[config.mk]
export PLATFORM = sky130hd
export DESIGN_NAME = operand_fwd_stage
export DESIGN_NICKNAME = d
export VERILOG_FILES = /design/src/rtl/operand_fwd_stage.sv
export SDC_FILE = /design/constraint.sdc
export NUM_CORES = 1
export LEC_CHECK = 0
export BUFFER_PORTS_ARGS = -buffer_cell sky130_fd_sc_hd__buf_2
export CAP_MARGIN = 20
export CORE_MARGIN = 8
export CORE_UTILIZATION = 40
export CTS_CLUSTER_SIZE = 28
export DETAILED_ROUTE_END_ITERATION = 8
export PLACE_DENSITY = 0.69
export SYNTH_ARGS = -nofsm -noshare
export SYNTH_HDL_FRONTEND = slang
export SYNTH_SLANG_ARGS = --single-unit
[constraint.sdc]
create_clock -name clk -period 5.06 [get_ports clk]
set_input_delay 0.253 -clock clk [delete_from_list [all_inputs] [get_ports clk]]
set_output_delay 0.253 -clock clk [all_outputs]
set_load 0.01 [all_outputs]
[src/rtl/operand_fwd_stage.sv]
// ID/EX operand resolution: forwards MEM/WB results into both EX operands and
// store data, stalls on load-use hazards, and registers the result under valid/ready.
module operand_fwd_stage #(
  parameter int DATAWIDTH = 32,
  parameter int REGADDR   = 5,
  parameter int LOAD_LAT  = 1
) (
  input  logic                 clk,
  input  logic                 rst,
  input  logic                 in_valid,
  output logic                 in_ready,
  input  logic [REGADDR-1:0]   rs1,
  input  logic [REGADDR-1:0]   rs2,
  input  logic                 rs1_used,
  input  logic                 rs2_used,
  input  logic [DATAWIDTH-1:0] rs1_data,
  input  logic [DATAWIDTH-1:0] rs2_data,
  input  logic [DATAWIDTH-1:0] imm,
  input  logic [DATAWIDTH-1:0] pc,
  input  logic                 asel,
  input  logic                 bsel,
  input  logic [REGADDR-1:0]   ex_rd,
  input  logic                 ex_memread,
  input  logic [REGADDR-1:0]   mem_rd,
  input  logic                 mem_regwen,
  input  logic [DATAWIDTH-1:0] mem_aludata,
  input  logic [REGADDR-1:0]   wb_rd,
  input  logic                 wb_regwen,
  input  logic [DATAWIDTH-1:0] wb_data,
  input  logic                 flush,
  output logic                 out_valid,
  input  logic                 out_ready,
  output logic [DATAWIDTH-1:0] op_a,
  output logic [DATAWIDTH-1:0] op_b,
  output logic [DATAWIDTH-1:0] store_data,
  output logic [1:0]           fwd_a_sel,
  output logic [1:0]           fwd_b_sel,
  output logic                 stall
);

  typedef enum logic {IDLE, STALL} state_t;

  localparam logic [1:0] LAT_M1 = 2'(LOAD_LAT - 1);

  state_t               state;
  logic [1:0]           cnt;
  logic [1:0]           sel_a, sel_b;
  logic [DATAWIDTH-1:0] fwd_a, fwd_b;
  logic                 hazard, capture;

  // MEM is the younger result, so it wins over WB; x0 is never forwarded.
  always_comb begin
    sel_a = 2'b00;
    fwd_a = rs1_data;
    if (mem_regwen && mem_rd != '0 && mem_rd == rs1) begin
      sel_a = 2'b10;
      fwd_a = mem_aludata;
    end else if (wb_regwen && wb_rd != '0 && wb_rd == rs1) begin
      sel_a = 2'b01;
      fwd_a = wb_data;
    end
  end

  always_comb begin
    sel_b = 2'b00;
    fwd_b = rs2_data;
    if (mem_regwen && mem_rd != '0 && mem_rd == rs2) begin
      sel_b = 2'b10;
      fwd_b = mem_aludata;
    end else if (wb_regwen && wb_rd != '0 && wb_rd == rs2) begin
      sel_b = 2'b01;
      fwd_b = wb_data;
    end
  end

  always_comb begin
    hazard   = (state == IDLE) && in_valid && ex_memread && (ex_rd != '0) &&
               ((rs1_used && rs1 == ex_rd) || (rs2_used && rs2 == ex_rd));
    stall    = hazard || (state == STALL);
    in_ready = (state == IDLE) && !hazard && (!out_valid || out_ready);
    capture  = in_valid && in_ready;
  end

  // The hazard-detect cycle is the first stall cycle; STALL covers the
  // remaining LOAD_LAT-1, so LOAD_LAT=1 never leaves IDLE.
  always_ff @(posedge clk or posedge rst) begin
    if (rst) begin
      state <= IDLE;
      cnt   <= '0;
    end else if (flush) begin
      state <= IDLE;
      cnt   <= '0;
    end else begin
      case (state)
        IDLE: if (hazard) begin
          cnt <= LAT_M1;
          if (LOAD_LAT > 1) state <= STALL;
        end
        STALL: if (cnt <= 2'd1) begin
          state <= IDLE;
          cnt   <= '0;
        end else begin
          cnt <= cnt - 2'd1;
        end
        default: begin
          state <= IDLE;
          cnt   <= '0;
        end
      endcase
    end
  end

  always_ff @(posedge clk or posedge rst) begin
    if (rst) begin
      out_valid  <= 1'b0;
      op_a       <= '0;
      op_b       <= '0;
      store_data <= '0;
      fwd_a_sel  <= 2'b00;
      fwd_b_sel  <= 2'b00;
    end else if (flush) begin
      out_valid <= 1'b0;
    end else if (capture) begin
      out_valid  <= 1'b1;
      op_a       <= asel ? pc : fwd_a;
      op_b       <= bsel ? imm : fwd_b;
      store_data <= fwd_b;
      fwd_a_sel  <= sel_a;
      fwd_b_sel  <= sel_b;
    end else if (out_ready) begin
      out_valid <= 1'b0;
    end
  end

endmodule
==> results.yml <==
synth:
  synth.largest_area_cell: "dfrtp_1"
  syn_inst: 899
  yosysUniqueCellTypes: 41
  yosysSeqAreaShare_pct: 33.6
  yosysTopAreaCellShare_pct: 33.6
  syn_area_sq_um: 7750
  ys_seq_elements: 104
  async_reset_ff_share_pct: 100
  syn_nets: 1128
  synth_area_per_cell_sq_um: 8.62
  ys_top_cells_by_area: "dfrtp_1 (34%), a31oi_1 (7.7%), a32oi_1 (7.3%)"
  synth_edf_count: 0
  yosys_warnings: 0
  ys.flop_type: "dfrtp_1"
clock_tree:
  cts_tree: "done"
  post_cts_resize_count: 0
  h-tree-depth: 3
  root_buffer: "clkbuf_16"
  clkSlewWorstSetupHoldPaths_ns: 0.08
  cts.sinks: 104
  clk_latency_ns: 0.37
  cts_buffer_depth: 2
  cts_made_buffers: 9
  holdBufCountCts: 0
  postCtsSetupBuffers: 0
routing:
  num_vias: 8753
  ant_nets: 0
  drc: 0
  finalWirelength_um: 34000
  drtPass1Iterations: 7
  via_per_inst: 6.14
  wl_per_cell_um: 23.9
  drt-initial-drc-count: 969
timing:
  tightest_slew_ns: 0.947
  slew_headroom_pct: 36.8
  setup_viol: 0
  post-route-min-period_ns: 2.59
  holdWs_ns: -0.0106
  period_share_pct: 51.2
  max_freq_mhz: 386
  finalMaxSlewViolations: 0
  finalClockSkew_ns: 0.0160
  hold_violations: 7
  tns_ns: 0
  rsz0062_at_grt: "no"
layout:
  syn_to_final_growth_pct: 26.5
  fillers: 1918
  layout-drive-gt1-share_pct: 36.4
  multi_input_area_sq_um: 4230
  seqCellArea_sq_um: 2600
  layout.nets: 1379
floorplanning:
  fp-row-count: 51
  initial_core_util_pct: 40.2
  coreArea_sq_um: 19300
  die_w_um: 155
  die_area_sq_um: 24100
  die_height_um: 155
  ioPinCount: 332
power_and_ir_drop:
  sw_frac_of_total_pct: 36.3
  vdd_drop_max_uv: 150
  p_leak_uw: 0.00447
  p_per_area_nw_per_um2: 270
  seqPwrFrac_pct: 40.1
  p_total_uw: 2640
  p_int_uw: 1680
  p_clk_share_pct: 26.8
  power_frac_comb_pct: 33.1
  power_switching_uw: 960
place:
  hpwl_um: 24100
  gp_congestion: 0.945
  io_buffers: 331
run_status:
  outcome: "complete, but fails checks"
  violations: "hold timing"
setup_path:
  r2r-start: "out_valid"
  end_kind: "flip-flop"
  startpoint: "rs2[2]"
  crit_required_ns: 5.33
  critPathLaunchType: "primary input"
  cp_data_arrival_time_ns: 2.86
  critical_path.max_fanout: 44
  critPathKind: "primary input to flip-flop"
global_route:
  grt_antenna_before_repair: 7
  first_global_vias: 8652
  gr-total-overflow: 0
  gr-usage-all-layers_pct: 27.3
  grt_max_degree: 67
  grt_pass1_wl_um: 51600
run:
  maxCapViolCount: 0
worst_hold_path:
  hold_path_class: "primary input to asynchronous set/reset pin"
-- power by group through the flow --
stage	combinational, uW	sequential [uW]	clock [uW]
after detailed placement	869	1070	0
after global placement	857	1070	0
final	875	1060	708
after global routing	951	1080	748
after floorplan	398	1130	0
after CTS	871	1060	721
-- synth_stat cells (5+ instances only) --
library cell and instances:
a31oi_1 96, and4_1 32, buf_2 17, mux2_2 36
clkbuf_1 79, a32oi_1 65, nor2_1 5, nor3_1 34
xor2_1 16, dfrtp_1 104, a211oi_1 64, or3_1 32
nand3_1 34, a311o_1 32, xnor2_1 13, o31ai_1 64
buf_4 8, inv_1 130
-- state kept, by name, indices dropped and copies added, names as in the netlist --
signal,cells
op_a,32
cnt,2
op_b,32
state,1
out_valid,1
store_data,32
fwd_a_sel,2
fwd_b_sel,2
-- cell type report --
| type | instances | share of cell area (%) |
|---|---|---|
| Sequential cell | 104 | 26.6 |
| Tap cell | 265 | 3.38 |
| Clock buffer | 10 | 2.44 |
| Multi-Input combinational cell | 552 | 43.1 |
| Timing Repair Buffer | 353 | 18.8 |
| Inverter | 130 | 5.00 |
| Clock inverter | 6 | 0.523 |
| Antenna cell | 6 | 0.153 |
-- cells by family after synthesis --
group	after synthesis	synth area share, %
flops	104	33.6
buf+inv	243	12.8
mux	36	5.23
xor+xnor	30	3.49
compound gates	331	32.6
simple gates	155	12.3
-- critical path, stage by stage --
cell and delay [ns]:
buf_2 0.13, xnor2_1 0.20, nand3_2 0.75, buf_4 0.53
or3_1 0.40, a311o_1 0.36, a32oi_1 0.23
-- layout by cell type (no fill, tap or decap), types with 3 or more instances in the layout --
master / Yosys / layout
nor2_1: 5 / 4
a32oi_1: 65 / 65
o31ai_1: 64 / 64
mux2_2: 36 / 36
buf_2: 17 / 331
nand3_1: 34 / 33
nor4_1: 3 / 3
xnor2_1: 13 / 12
dfrtp_1: 104 / 103
diode_2: 0 / 6
nor3_1: 34 / 32
a31oi_1: 96 / 96
a211oi_1: 64 / 64
or3_1: 32 / 32
buf_4: 8 / 20
clkbuf_16: 0 / 9
and4_1: 32 / 32
a311o_1: 32 / 32
xor2_1: 16 / 16
nand2b_1: 3 / 3
inv_1: 130 / 129
-- metal layers --
metal | part of all wire [%] | GRT usage (%) | vias to the layer above
li1 | - | - | 3967
met1 | 45 | 39.4 | 4218
met2 | 44 | 38.8 | 511
met3 | 9.2 | 5.88 | 55
met4 | 2.4 | 10.7 | 2
met5 | 0.029 | 0 | -
-- worst paths after layout --
kind / endpoint / slack [ns] / cells after the start
worst max-delay path: op_b[13] / 2.47 / 7
worst min-delay path: fwd_b_sel[0] / -0.01 / 2
worst max register to register: store_data[30] / 3.22 / 6
worst min register to register: store_data[29] / 0.50 / 1
max in group asynchronous: store_data[14] / 3.91 / 3
min in group clk: out_valid / 0.12 / 2
-- per-stage QoR --
step | hold WS [ns] | setup WS [ns] | utilization, % | instance area, sq um | instances
after floorplan | 0.361 | 2.07 | - | 7750 | 899
after global placement | 0.418 | 1.96 | 49.1 | 9460 | 1402
after detailed placement | 0.415 | 1.94 | 49.1 | 9460 | 1402
after CTS | 0.0186 | 2.32 | 50.6 | 9750 | 1418
after global routing | 0.0605 | 2.29 | 50.9 | 9810 | 1426
final | -0.0106 | 2.47 | 50.9 | 9810 | 1426
(Power assumes the default switching activity.)
